## config.mk

```make
export PLATFORM = sky130hd
export DESIGN_NAME = palette_loader
export DESIGN_NICKNAME = d
export VERILOG_FILES = /design/src/rtl/palette_loader.sv
export SDC_FILE = /design/constraint.sdc
export NUM_CORES = 1
export LEC_CHECK = 0
export CAP_MARGIN = 30
export CORE_UTILIZATION = 46
export DETAILED_ROUTE_END_ITERATION = 10
export HOLD_SLACK_MARGIN = 0.08
export PLACE_DENSITY = 0.75
export SYNTH_ARGS = -nofsm -noshare
export SYNTH_HDL_FRONTEND = slang
export SYNTH_SLANG_ARGS = --single-unit
export TNS_END_PERCENT = 1
```

## constraint.sdc

```tcl
create_clock -name clk -period 1.6 [get_ports clk]
set_clock_uncertainty 0.1 [all_clocks]
set_input_delay 0.24 -clock clk [delete_from_list [all_inputs] [get_ports clk]]
set_output_delay 0.24 -clock clk [all_outputs]
set_load 0.005 [all_outputs]
```

## src/rtl/palette_loader.sv

```systemverilog
// palette_loader
//   Writer side of the video block's loadable palette RAM. Consumes the
//   byte stream of a .pal image (ENTRIES RGB triplets), packs each triplet
//   into 24 bits and issues one single-cycle write per palette entry,
//   indices 0..ENTRIES-1 in order.
//
// Ports
//   clk               system clock, all logic on posedge
//   reset             synchronous, active-high reset
//   start             single-cycle pulse, begins or restarts a load
//   byte_valid        byte_data valid this cycle
//   byte_data[7:0]    stream byte
//   byte_ready        loader accepts a byte this cycle
//   file_end          single-cycle pulse, source has sent its last byte
//   load_color        palette RAM write strobe, one cycle wide
//   load_color_index  palette entry being written
//   load_color_data   {R,G,B}
//   busy              load in progress
//   done              sticky, all entries written
//   error             sticky, short file or extra bytes after done

module palette_loader #(
  parameter int ENTRIES = 64,
  parameter int IDX_W   = 6
) (
  input  logic             clk,
  input  logic             reset,
  input  logic             start,
  input  logic             byte_valid,
  input  logic [7:0]       byte_data,
  output logic             byte_ready,
  input  logic             file_end,
  output logic             load_color,
  output logic [IDX_W-1:0] load_color_index,
  output logic [23:0]      load_color_data,
  output logic             busy,
  output logic             done,
  output logic             error
);

  // One extra bit so the entry counter can hold ENTRIES without wrapping.
  localparam int CNT_W = IDX_W + 1;
  localparam logic [CNT_W-1:0] LAST_ENTRY = CNT_W'(ENTRIES - 1);
  localparam logic [CNT_W-1:0] MAX_COUNT  = CNT_W'(ENTRIES);

  typedef enum logic [2:0] {
    IDLE,
    RECV,
    WRITE,
    DONE,
    ERR
  } state_t;

  state_t           state;
  logic [1:0]       byte_cnt;
  logic [CNT_W-1:0] entry_cnt;
  logic [7:0]       red;
  logic [7:0]       green;
  logic             end_pending;
  logic             accept;

  assign accept = byte_valid & byte_ready;

  // Outputs are registered: every transition also loads the output values
  // belonging to the state being entered, so byte_ready/busy/done/error
  // always match the current state.
  always_ff @(posedge clk) begin
    if (reset) begin
      state            <= IDLE;
      byte_cnt         <= 2'd0;
      entry_cnt        <= '0;
      red              <= 8'd0;
      green            <= 8'd0;
      end_pending      <= 1'b0;
      byte_ready       <= 1'b0;
      load_color       <= 1'b0;
      load_color_index <= '0;
      load_color_data  <= 24'd0;
      busy             <= 1'b0;
      done             <= 1'b0;
      error            <= 1'b0;
    end else begin
      load_color <= 1'b0;
      if (start) begin
        // start wins over a simultaneous byte and over file_end.
        state       <= RECV;
        byte_cnt    <= 2'd0;
        entry_cnt   <= '0;
        end_pending <= 1'b0;
        byte_ready  <= 1'b1;
        busy        <= 1'b1;
        done        <= 1'b0;
        error       <= 1'b0;
      end else begin
        case (state)
          RECV: begin
            if (accept) begin
              case (byte_cnt)
                2'd0: begin
                  red      <= byte_data;
                  byte_cnt <= 2'd1;
                end
                2'd1: begin
                  green    <= byte_data;
                  byte_cnt <= 2'd2;
                end
                default: begin
                  byte_cnt         <= 2'd0;
                  state            <= WRITE;
                  byte_ready       <= 1'b0;
                  load_color       <= 1'b1;
                  load_color_index <= entry_cnt[IDX_W-1:0];
                  load_color_data  <= {red, green, byte_data};
                  // Decide DONE vs ERR once the write has gone out.
                  end_pending      <= file_end;
                end
              endcase
            end
            // A file end that does not coincide with a completing byte
            // drops any partial triplet; already written entries stay.
            if (file_end && !(accept && byte_cnt == 2'd2)) begin
              state      <= ERR;
              byte_cnt   <= 2'd0;
              byte_ready <= 1'b0;
              busy       <= 1'b0;
              error      <= 1'b1;
            end
          end

          WRITE: begin
            end_pending <= 1'b0;
            if (entry_cnt != MAX_COUNT) begin
              entry_cnt <= entry_cnt + 1'b1;
            end
            if (entry_cnt == LAST_ENTRY) begin
              state      <= DONE;
              byte_ready <= 1'b1;
              busy       <= 1'b0;
              done       <= 1'b1;
            end else if (end_pending || file_end) begin
              state      <= ERR;
              byte_ready <= 1'b0;
              busy       <= 1'b0;
              error      <= 1'b1;
            end else begin
              state      <= RECV;
              byte_ready <= 1'b1;
            end
          end

          DONE: begin
            // Trailing bytes are swallowed but flagged.
            if (accept) begin
              error <= 1'b1;
            end
          end

          default: ;
        endcase
      end
    end
  end

endmodule
```

==> results of run 1 <==
[Yosys cell counts (2+ instances only)]
cell type	number	area (um2)
sky130_fd_sc_hd__clkbuf_1	8	30.0
sky130_fd_sc_hd__a22oi_1	2	15.0
sky130_fd_sc_hd__buf_4	2	15.0
sky130_fd_sc_hd__nor2b_1	2	12.5
sky130_fd_sc_hd__nand4_1	3	18.8
sky130_fd_sc_hd__nor4_1	2	12.5
sky130_fd_sc_hd__dfxtp_1	63	1260
sky130_fd_sc_hd__nor2_1	30	113
sky130_fd_sc_hd__a31oi_1	3	18.8
sky130_fd_sc_hd__nor3b_1	3	22.5
sky130_fd_sc_hd__o21ai_0	4	20.0
sky130_fd_sc_hd__xnor2_1	4	35.0
sky130_fd_sc_hd__nor3_1	2	10.0
sky130_fd_sc_hd__buf_2	6	30.0
sky130_fd_sc_hd__nand3b_1	2	15.0
sky130_fd_sc_hd__nor4b_1	3	26.3
sky130_fd_sc_hd__buf_6	3	33.8
sky130_fd_sc_hd__ha_1	2	25.0
sky130_fd_sc_hd__nand2_1	67	251
sky130_fd_sc_hd__nand3_1	6	30.0
sky130_fd_sc_hd__mux2i_1	17	170
sky130_fd_sc_hd__inv_1	7	26.3
sky130_fd_sc_hd__a21oi_1	36	180
[per-layer routing]
layer,GRT usage,vias up
met4,0.0923,0
met5,0,-
met1,0.300,1020
met2,0.327,61
li1,-,1124
met3,0.0635,6
[cell families (layout without fill, tap and decap cells)]
family / after synthesis / in the layout / synth area share
AOI/OAI and AO/OA: 52 / 52 / 0.118
buffers and inverters: 27 / 96 / 0.0555
DFF: 63 / 63 / 0.499
muxes: 17 / 17 / 0.0674
xor gates and xnor gates: 5 / 5 / 0.0173
adders and majority gates: 2 / 2 / 0.00990
and+or+nand+nor: 128 / 130 / 0.233
[area by class of cell]
class / count / area (um2) / area share
Sequential cell: 63 / 1270 / 0.367
Multi-Input combinational cell: 206 / 1190 / 0.346
Timing Repair Buffer: 74 / 682 / 0.197
Clock buffer: 12 / 155 / 0.0449
Tap cell: 70 / 87.6 / 0.0254
Clock inverter: 3 / 42.5 / 0.0123
Inverter: 7 / 26.3 / 0.00761
[stage by stage]
stage / cell area (um2) / TNS, ns
2_1_floorplan: 2530 / -1.60
3_3_place_gp: 3180 / -15.19
3_5_place_dp: 3180 / -15.92
4_1_cts: 3440 / -3.05
5_1_grt: 3450 / -4.89
6_report: 3450 / -2.21
[placed cells by master, fill, tap and decap left out, types with 4 or more instances in the layout]
| master | Yosys | routed |
|---|---|---|
| sky130_fd_sc_hd__nor2_1 | 30 | 30 |
| sky130_fd_sc_hd__dfxtp_1 | 63 | 60 |
| sky130_fd_sc_hd__buf_4 | 2 | 24 |
| sky130_fd_sc_hd__clkbuf_8 | 0 | 11 |
| sky130_fd_sc_hd__nand3_1 | 6 | 6 |
| sky130_fd_sc_hd__a21oi_1 | 36 | 36 |
| sky130_fd_sc_hd__inv_1 | 7 | 7 |
| sky130_fd_sc_hd__clkdlybuf4s50_1 | 0 | 45 |
| sky130_fd_sc_hd__nand2_1 | 67 | 66 |
| sky130_fd_sc_hd__mux2i_1 | 17 | 17 |
| sky130_fd_sc_hd__xnor2_1 | 4 | 4 |
[power by group]
part | leakage [nW] | switching (mW) | total [mW] | internal, mW
combinational | 0.587 | 0.0936 | 0.179 | 0.0856
clock | 0.0985 | 0.599 | 1.39 | 0.793
sequential | 0.510 | 0.00811 | 1.59 | 1.58
total | 1.20 | 0.701 | 3.16 | 2.46
[worst max path at each step]
stage	slack [ns]	endpoint	depth (start not counted)
floorplan	-0.05	load_color_data[10]	6
global placement	-0.33	load_color_data[22]	5
detailed placement	-0.38	load_color_data[12]	5
CTS	-0.11	green[6]	6
global route	-0.19	green[4]	6
finish	-0.11	green[6]	6
[flip-flops by register name, indices dropped and copies added (netlist names)]
register,cells
entry_cnt,7
byte_cnt,2
busy,1
load_color_index,6
load_color,1
green,8
state,2
error,1
red,8
load_color_data,24
done,1
byte_ready,1
end_pending,1
[timing repair]
| action | in CTS | in global routing |
|---|---|---|
| endpoints found under the setup margin | 55 | 60 |
| pin swaps | 45 | 10 |
| setup buffers | 1 | 0 |
| cloned | 2 | 0 |
| resized for setup | 11 | 5 |
[critical path: stages (launching register included)]
cell and delay [ns]:
sky130_fd_sc_hd__dfxtp_4 0.35, sky130_fd_sc_hd__or2_4 0.29, sky130_fd_sc_hd__buf_6 0.14, sky130_fd_sc_hd__nor4b_4 0.25, sky130_fd_sc_hd__buf_6 0.19, sky130_fd_sc_hd__mux2i_1 0.20
sky130_fd_sc_hd__nor2_1 0.05
==> results.md, run 1 <==
* First-pass GRT wire length at slightly below 10 mm
* Final #Nets at between 300 and 400
* Final Setup Violations at 53
* Combined global-route utilization of all metal layers at 0.220
* Mean post-synth cell area at 8.59 um2
* Final Hold Viols at 0
* Worst EP arrival at 1.83 ns
* Main flop type after synthesis: sky130_fd_sc_hd__dfxtp_1
* Result of the run: complete, but fails checks
* Number of vias after detailed routing at approximately 2200
* Count of unresolved DRC violations after routing at 0
* Worst Hold Class: primary input to flop
* Minimum period implied by the final worst setup slack at 1.71 ns
* Starting utilization of the core area at 0.485
* Antenna Nets Post-Route at 0
* Num CTS Buffers at 9
* Post-Synthesis Cell Area at 2530 um2
* Clk sink count at 63
* Hold-critical path endpoint: state[2]
* Data required time of the worst path at between 1.5 and 2 ns
* Pin count of the biggest net entering global routing at 50
* Count of placed standard cells in the final layout, fillers left out at 435
* Number of flops mapped to enable cells by yosys at 0
* Clock transition at path regs at ~0.070 ns
* Detailed-routing iteration count for the pre-antenna-repair pass at 4
* Peak ir drop on the vdd network at approximately 600 uV
* Max-Slew Margin vs Limit at 0.673
* Worst setup path category: flop to flop
* Setup Slack @ Placement at -0.375 ns
* Count of maximum capacitance violations at 0
* Final estimated routing congestion in global placement at 0.865
* Fraction of final layout cells with drive strength greater than 1 at 0.162
* Maximum clock rate at just under 600 MHz
* Total overflow reported by the global router at 0
* Number of placed instances with taps included at roughly 420
* Number of fill cells in the layout at 450
* Crit path max fanout at 8
* Mean number of vias per cell at just over 5
* Final cell utilization of the core at 0.664
* Failing checks: negative setup slack
* Initial detailed-routing violation count at approximately 120
* Area of the die at 5790 um2
* Clk_lat worst skew at about 0.34 ns
* Hold_buf cts at 0
* Max layer used: met4
* Height of the chip at 76.1 um
* Number of diodes at 0
* Power per cell area at around 900 nW/um2
* Distinct cells, synth at 40
* Final worst-path setup slack at -0.111 ns
* Portion of the post-synthesis area used by sequential elements at 0.499
* Share of the clock period used by the worst path at 1.07
* Number of standard cells after synthesis at between 200 and 300
* Worst slack on hold paths at between 0.15 and 0.2 ns
* WL/cell at 13.9 um
* Worst Tran Pin Value at a little under 0.5 ns
* Met3 routed WL at between 300 and 400 um
* #FFs+latches synth at 63
* Element type at the critical path start: flop
* H-tree depth reported by CTS at 3
* Antenna violations before repair at 0
* Area growth, synth to finish at 36.8%
* Number of input and output port buffers inserted at between 40 and 50
* Detailed-routing wirelength on met1 at approximately 2.9 mm
* Final total power at 3.16 mW
* Detailed-placement wirelength estimate at 3.78 mm
* Final Slew Violations at 0
* Total wire length after detailed routing at about 6.0 mm
* X dimension of the die at approximately 76 um
* Placeable Area at between 5000 and 6000 um2
* Share of synthesized registers carrying an async set or reset at 0
* CTS tree: yes
* Nets in the synthesized netlist at 309
* Worst setup path startpoint: state[1]
* Setup slack, reg-to-reg at -0.11 ns
* Number of cells on the worst reg-to-reg path at 6
* Leak Pwr at about 1.2 nW
* CP Capture Type: flop
* Number of top-level pins at 48
* Setup repair after global routing missed its margin: yes
* Worst r2r src: state[1]
* Clock root cell: sky130_fd_sc_hd__clkbuf_8
* Vias in the first global route at 2018
* Launch instance of the worst min-delay path: reset
* Destination of the worst register-to-register timing path: green[6]
* Detailed route wirelength on metal2 at 2.76 mm
* Yosys synthesis warning count at 0
* Placement Rows at 26
* Cell depth of the worst min-delay path at 4
* Clock Path Buffers at 2
No activity file was read; power rests on OpenSTA's default activity.
==> inputs of run 2 (changes only) <==
CORE_UTILIZATION = 56   (was 46)
DONT_BUFFER_PORTS = 1   (was default)
GPL_TIMING_DRIVEN = 0   (was default)
HOLD_SLACK_MARGIN = default   (was 0.08)
PLACE_DENSITY = 0.74   (was 0.75)
==> run 2 against run 1 <==
Effect of this change:
- first-iteration DRC count is 9.1% higher
- fmax hardly changed
- setup slack got worse by 0.0017 ns
- final area shrank 12%
- the run still ends with negative setup slack left
- sequential cell count stayed put
- via count fell by 5.4%
==> results.md, run 2 (same netlist as run 1, synthesis figures left out) <==
* Number of diodes at 0 (unchanged)
* Worst Tran Pin Value at 0.505 ns (was 0.491 ns)
* Area of the die at 4780 um2 (was 5790 um2)
* Peak ir drop on the vdd network at 611 uV (was 600 uV)
* Critical Path Max Stage Delay at 0.53 ns (was 0.35 ns)
* Clk_lat worst skew at 0.35 ns (was 0.34 ns)
* Top register by number of flip-flops: load_color_data (unchanged)
* Detailed-placement wirelength estimate at 3.73 mm (was 3.78 mm)
* Element type at the critical path start: flop (unchanged)
* Number of vias after detailed routing at 2091 (was 2211)
* CTS tree: yes (unchanged)
* Setup repair after global routing missed its margin: yes (unchanged)
* Combined global-route utilization of all metal layers at 0.258 (was 0.220)
* Cell with the largest stage delay on the worst path: sky130_fd_sc_hd__or4_4 (was sky130_fd_sc_hd__dfxtp_4)
* Final total power at 3.42 mW (was 3.16 mW)
* Most frequent cells in the layout: sky130_fd_sc_hd__nand2_1 (66), sky130_fd_sc_hd__dfxtp_1 (58), sky130_fd_sc_hd__a21oi_1 (35) (was sky130_fd_sc_hd__nand2_1 (66), sky130_fd_sc_hd__dfxtp_1 (60), sky130_fd_sc_hd__clkdlybuf4s50_1 (45))
* Max-Slew Margin vs Limit at 0.663 (was 0.673)
* Placement Rows at 24 (was 26)
* Maximum clock rate at 584 MHz (was 585 MHz)
* Final estimated routing congestion in global placement at 0.925 (was 0.865)
* Buffering stage count on the worst path with inverters included at 1 (was 2)
* Internal at 2.67 mW (was 2.46 mW)
* Worst Hold Class: primary input to flop (unchanged)
* Count of placed standard cells in the final layout, fillers left out at 373 (was 435)
* Final Setup Violations at 43 (was 53)
* Data required time of the worst path at 1.72 ns (about the same)
* Minimum period implied by the final worst setup slack at 1.71 ns (about the same)
* Met2 track demand over resource in global routing at 0.379 (was 0.327)
* Num CTS Buffers at 9 (unchanged)
* Clock transition at path regs at 0.07 ns (about the same)
* Met3 GRT Util at 0.0716 (was 0.0635)
* Total overflow reported by the global router at 0 (unchanged)
* Power per cell area at 1120 nW/um2 (was 914 nW/um2)
* Area growth, synth to finish at 20.5% (was 36.8%)
* Combinational cell fraction of total power at 0.039 (was 0.057)
* Most common cell after layout, fill and taps aside: sky130_fd_sc_hd__nand2_1 (unchanged)
* Failing checks: negative setup slack (unchanged)
* Share of the clock period used by the worst path at 1.07 (about the same)
* Worst slack on hold paths at 0.00665 ns (was 0.150 ns)
* Switching portion of total power at 0.220 (was 0.222)
* Count of unresolved DRC violations after routing at 0 (unchanged)
* GRT busiest layer: met2 (unchanged)
* Number of flip-flops in the largest register at 24 (unchanged)
* Starting utilization of the core area at 0.580 (was 0.485)
* Leak Pwr at 1.03 nW (was 1.20 nW)
* Final Slew Violations at 0 (unchanged)
* WL/cell at 15.4 um (was 13.9 um)
* Crit path max fanout at 10 (was 8)
* Clock Path Buffers at 2 (unchanged)
* Final #Nets at 331 (was 376)
* Initial detailed-routing violation count at 132 (was 121)
* Part of the total power dissipated in sequential elements at 0.463 (was 0.502)
* Switching power of the nets at 0.754 mW (was 0.701 mW)
* Number of placed instances with taps included at 346 (was 417)
* Final worst-path setup slack at -0.112 ns (was -0.111 ns)
* Registers with the highest flip-flop counts: load_color_data (24), green (8), red (8) (unchanged)
* Pin count of the biggest net entering global routing at 13 (was 50)
* Clk sink count at 63 (unchanged)
* Height of the chip at 69.2 um (was 76.1 um)
* Clock root cell: sky130_fd_sc_hd__clkbuf_8 (unchanged)
* Mean number of vias per cell at 5.61 (was 5.08)
* H-tree depth reported by CTS at 3 (unchanged)
* Final Hold Viols at 0 (unchanged)
* Result of the run: complete, but fails checks (unchanged)
* Fraction of power consumed by the clock network at 0.498 (was 0.441)
* CP delay by family, top: simple AND/OR/NAND/NOR gates (unchanged)
* Number of top-level pins at 48 (unchanged)
* Global Route met1 Usage at 0.346 (was 0.300)
* Antenna Nets Post-Route at 0 (unchanged)
* Fraction of final layout cells with drive strength greater than 1 at 0.159 (was 0.162)
* Cells along the critical path: or2_4 -> or4_4 -> buf_6 -> nand2_1 -> a21oi_1 (was or2_4 -> buf_6 -> nor4b_4 -> buf_6 -> mux2i_1 -> nor2_1)
* Vias in the first global route at 2024 (was 2018)
* Total wire length after detailed routing at 5.74 mm (was 6.04 mm)
* X dimension of the die at 69.2 um (was 76.1 um)
* Antenna violations before repair at 0 (unchanged)
* Number of input and output port buffers inserted at 0 (was 47)
* Worst setup path category: flop to flop (unchanged)
* Placeable Area at 4350 um2 (was 5200 um2)
* Worst EP arrival at 1.83 ns (about the same)
* Detailed-routing iteration count for the pre-antenna-repair pass at 4 (unchanged)
* First-pass GRT wire length at 9.66 mm (was 9.92 mm)
* CP Capture Type: flop (unchanged)
* Setup Slack @ Placement at -0.203 ns (was -0.375 ns)
* Count of maximum capacitance violations at 0 (unchanged)
## run 2: cell count changes in the layout (fill, tap and decap cells not counted), moves of 7 or more
cell / before / now
sky130_fd_sc_hd__buf_4: 24 / 4
sky130_fd_sc_hd__clkbuf_1: 1 / 8
sky130_fd_sc_hd__clkdlybuf4s50_1: 45 / 0
sky130_fd_sc_hd__dlygate4sd3_1: 0 / 10
## run 2: power by group through the flow
| stage | clock network [mW] | registers [mW] | logic, mW |
|---|---|---|---|
| CTS | 1.71 | 1.59 | 0.130 |
| finish | 1.70 | 1.58 | 0.133 |
| global placement | 0 | 1.62 | 0.0909 |
| global route | 1.77 | 1.59 | 0.144 |
| floorplan | 0 | 1.62 | 0.0717 |
| detailed placement | 0 | 1.62 | 0.0914 |
## run 2: final cells by class
cell class / count / area (um2)
fillers: 370 / 1310
repair buffers: 12 / 115
multi-input cells: 204 / 1190
clock buffers: 9 / 124
flip-flops and latches: 63 / 1270
clock inverters: 7 / 120
well taps: 52 / 65.1
plain buffers: 19 / 126
inverters: 7 / 26.3
## run 2: routing by layer
layer / part of all wire / vias up
met5: 0 / -
met3: 0.058 / 14
met4: 0.025 / 0
met2: 0.45 / 57
met1: 0.47 / 981
li1: - / 1039
## run 2: path summary, 6_finish.rpt
path	from	slack (ns)	endpoint	cells past startpoint
min reg2reg	red[2]	0.36	load_color_data[18]	2
max reg2reg	state[2]	-0.11	load_color_data[23]	5
min	start	0.007	end_pending	2
max	state[2]	-0.11	load_color_data[23]	5
## run 2: worst reg2reg max path, cell delays in order (launching register included)
cell and delay (ns):
sky130_fd_sc_hd__dfxtp_2 0.35, sky130_fd_sc_hd__or2_4 0.29, sky130_fd_sc_hd__or4_4 0.53, sky130_fd_sc_hd__buf_6 0.17, sky130_fd_sc_hd__nand2_1 0.07, sky130_fd_sc_hd__a21oi_1 0.07
## run 2: stage by stage
stage	util	instance area, um2	TNS, ns
6_report	0.699	3040	-2.94
5_1_grt	0.699	3040	-6.11
3_5_place_dp	0.597	2600	-9.04
3_3_place_gp	0.597	2600	-8.48
4_1_cts	0.696	3030	-2.95
2_1_floorplan	-	2530	-1.60
## run 2: what timing repair did
item,4_1_cts,5_1_grt
pin swaps,2,6
setup endpoints to repair,61,58
buffers inserted,2,0
cloned,0,0
hold buffers,10,0
endpoints found under the hold margin,27,0
resized for setup,22,5
==> inputs of run 3 (changes only) <==
CORE_UTILIZATION = 46   (was 56)
DONT_BUFFER_PORTS = default   (was 1)
PLACE_DENSITY = 0.75   (was 0.74)
==> run 3 against run 2 <==
Effect of this change:
- the flow still finishes with violations (negative setup slack)
- global-route usage fell by 4.3 points
- count of clock-buffer cells in the layout rose by 3
- setup slack got worse by 0.0019 ns
- non-clock buffer count rose by 35
- final area rose by 11%
- register-to-register slack barely moved
- first-iteration DRC count rose by 11%
- sequential power barely moved
- clock power fell by 18%
==> results.md, run 3 (same netlist as run 1, synthesis figures left out) <==
* Crit path max fanout at 10 (unchanged)
* Met3 routed WL at 308 um (was 332 um)
* Part of the total power dissipated in sequential elements at 0.507 (was 0.463)
* Worst r2r src: state[2] (unchanged)
* Worst Hold Class: primary input to flop (unchanged)
* Combinational cell fraction of total power at 0.049 (was 0.039)
* Peak ir drop on the vdd network at 629 uV (was 611 uV)
* Number of fill cells in the layout at 442 (was 370)
* Minimum period implied by the final worst setup slack at 1.71 ns (about the same)
* Element type at the critical path start: flop (unchanged)
* Clock root cell: sky130_fd_sc_hd__clkbuf_8 (unchanged)
* Height of the chip at 76.1 um (was 69.2 um)
* Max layer used: met4 (unchanged)
* Final Hold Viols at 0 (unchanged)
* Most frequent cells in the layout: sky130_fd_sc_hd__nand2_1 (66), sky130_fd_sc_hd__dfxtp_1 (58), sky130_fd_sc_hd__clkdlybuf4s50_1 (44) (was sky130_fd_sc_hd__nand2_1 (66), sky130_fd_sc_hd__dfxtp_1 (58), sky130_fd_sc_hd__a21oi_1 (35))
* Cells along the critical path: or2_4 -> or4_4 -> buf_6 -> nand2_1 -> a21oi_1 (unchanged)
* Placement Rows at 26 (was 24)
* Number of cells on the worst reg-to-reg path at 5 (unchanged)
* Cell with the largest stage delay on the worst path: sky130_fd_sc_hd__or4_4 (unchanged)
* Maximum clock rate at 583 MHz (was 584 MHz)
* Final estimated routing congestion in global placement at 0.865 (was 0.925)
* Combined global-route utilization of all metal layers at 0.215 (was 0.258)
* Registers with the highest flip-flop counts: load_color_data (24), green (8), red (8) (unchanged)
* Detailed-routing wirelength on met1 at 2.83 mm (was 2.70 mm)
* Final cell area excluding filler cells at 3380 um2 (was 3040 um2)
* Clock Path Buffers at 2 (unchanged)
* Fraction of power consumed by the clock network at 0.444 (was 0.498)
* Cell depth of the worst setup path at 5 (unchanged)
* Top register by number of flip-flops: load_color_data (unchanged)
* Worst setup path endpoint: load_color_data[15] (was load_color_data[23])
* Share of the clock period used by the worst path at 1.07 (about the same)
* Total wire length after detailed routing at 5.99 mm (was 5.74 mm)
* Placeable Area at 5200 um2 (was 4350 um2)
* Result of the run: complete, but fails checks (unchanged)
* Clk sink count at 63 (unchanged)
* Detailed-placement wirelength estimate at 3.96 mm (was 3.73 mm)
* Worst EP arrival at 1.82 ns (was 1.83 ns)
* Max-Slew Margin vs Limit at 0.667 (was 0.663)
* X dimension of the die at 76.1 um (was 69.2 um)
* Leak Pwr at 1.13 nW (was 1.03 nW)
* Count of unresolved DRC violations after routing at 0 (unchanged)
* WL/cell at 14.1 um (was 15.4 um)
* Area of the die at 5790 um2 (was 4780 um2)
* Fraction of final layout cells with drive strength greater than 1 at 0.141 (was 0.159)
* Number of vias after detailed routing at 2244 (was 2091)
* Number of flip-flops in the largest register at 24 (unchanged)
* Mean number of vias per cell at 5.28 (was 5.61)
* Number of top-level pins at 48 (unchanged)
* CP Capture Type: flop (unchanged)
* Setup Slack @ Placement at -0.554 ns (was -0.203 ns)
* Destination of the worst register-to-register timing path: load_color_data[15] (was load_color_data[23])
* Vias in the first global route at 2066 (was 2024)
* Worst setup path startpoint: state[2] (unchanged)
* Launch instance of the worst min-delay path: file_end (was start)
* CP delay by family, top: simple AND/OR/NAND/NOR gates (unchanged)
* Number of input and output port buffers inserted at 45 (was 0)
* Worst setup path category: flop to flop (unchanged)
* Clock transition at path regs at 0.07 ns (about the same)
* Starting utilization of the core area at 0.485 (was 0.580)
* Setup slack, reg-to-reg at -0.11 ns (about the same)
* Final Slew Violations at 0 (unchanged)
* Detailed route wirelength on metal2 at 2.76 mm (was 2.56 mm)
* Final #Nets at 366 (was 331)
* First-pass GRT wire length at 9.76 mm (was 9.66 mm)
* Final Setup Violations at 43 (unchanged)
* Failing checks: negative setup slack (unchanged)
* Number of diodes at 0 (unchanged)
* Worst Tran Pin Value at 0.499 ns (was 0.505 ns)
* Clk_lat worst skew at 0.33 ns (was 0.35 ns)
* Internal at 2.44 mW (was 2.67 mW)
* Data required time of the worst path at 1.70 ns (was 1.72 ns)
* Pin count of the biggest net entering global routing at 11 (was 13)
* Switching power of the nets at 0.688 mW (was 0.754 mW)
* Count of maximum capacitance violations at 0 (unchanged)
* Worst slack on hold paths at 0.225 ns (was 0.00665 ns)
* Post-Place Cell Area at 3070 um2 (was 2600 um2)
* Antenna Nets Post-Route at 0 (unchanged)
* Critical Path Max Stage Delay at 0.53 ns (about the same)
* Final worst-path setup slack at -0.114 ns (was -0.112 ns)
* Antenna violations before repair at 0 (unchanged)
* Total overflow reported by the global router at 0 (unchanged)
* Num CTS Buffers at 9 (unchanged)
* Power per cell area at 924 nW/um2 (was 1120 nW/um2)
* CTS tree: yes (unchanged)
* Switching portion of total power at 0.220 (about the same)
* Initial detailed-routing violation count at 146 (was 132)
* Setup repair after global routing missed its margin: yes (unchanged)
* Buffering stage count on the worst path with inverters included at 1 (unchanged)
* Area growth, synth to finish at 33.8% (was 20.5%)
* Most common cell after layout, fill and taps aside: sky130_fd_sc_hd__nand2_1 (unchanged)
* Detailed-routing iteration count for the pre-antenna-repair pass at 4 (unchanged)
* H-tree depth reported by CTS at 3 (unchanged)
-- run 3: layout make-up --
cell class	instances	area, um2	share of cell area
Buffer	19	129	0.0381
Clock buffer	12	155	0.0459
Clock inverter	3	42.5	0.0126
Inverter	7	26.3	0.00777
Multi-Input combinational cell	204	1200	0.355
Sequential cell	63	1270	0.377
Tap cell	70	87.6	0.0259
Timing Repair Buffer	47	468	0.138
-- run 3: worst reg2reg max path: cells and delay by family, from the launching register on --
kind | cells | cell delay, ns
AND/OR/NAND/NOR | 3 | 0.89
flip-flops | 1 | 0.36
buffers and inverters | 1 | 0.17
AO/OA/AOI/OAI | 1 | 0.07
-- run 3: per-layer routing --
metal,track usage,up-vias
met1,0.284,1062
met2,0.322,72
met5,0,-
met3,0.0359,10
li1,-,1100
met4,0.148,0
-- run 3: power by group through the flow --
| stage | combinational (mW) | sequential (mW) | clock [mW] |
|---|---|---|---|
| 3_5_place_dp | 0.139 | 1.62 | 0 |
| 5_1_grt | 0.165 | 1.58 | 1.48 |
| 3_3_place_gp | 0.137 | 1.62 | 0 |
| 2_1_floorplan | 0.0717 | 1.62 | 0 |
| 6_report | 0.153 | 1.58 | 1.39 |
| 4_1_cts | 0.148 | 1.59 | 1.42 |
-- run 3: repair_timing --
item	4_1_cts	5_1_grt
buffers inserted	2	0
resized for setup	20	10
endpoints found under the setup margin	61	59
hold buffers	0	0
pin swaps	17	1
-- run 3: per-stage QoR --
| step | power (mW) | cells | setup TNS, ns | utilization |
|---|---|---|---|---|
| global placement | 1.76 | 409 | -25.68 | 0.590 |
| CTS | 3.16 | 425 | -2.92 | 0.642 |
| finish | 3.12 | 425 | -2.46 | 0.649 |
| detailed placement | 1.76 | 409 | -25.90 | 0.590 |
| global route | 3.23 | 425 | -5.74 | 0.649 |
| floorplan | 1.69 | 294 | -1.60 | - |
-- run 3: worst min-delay path by stage --
stage | end | slack (ns) | cells past startpoint
floorplan | load_color_data[0] | 0.28 | 2
global placement | load_color_data[6] | 0.34 | 2
detailed placement | load_color_data[8] | 0.35 | 2
CTS | end_pending | 0.19 | 3
global route | end_pending | 0.23 | 3
finish | end_pending | 0.22 | 3
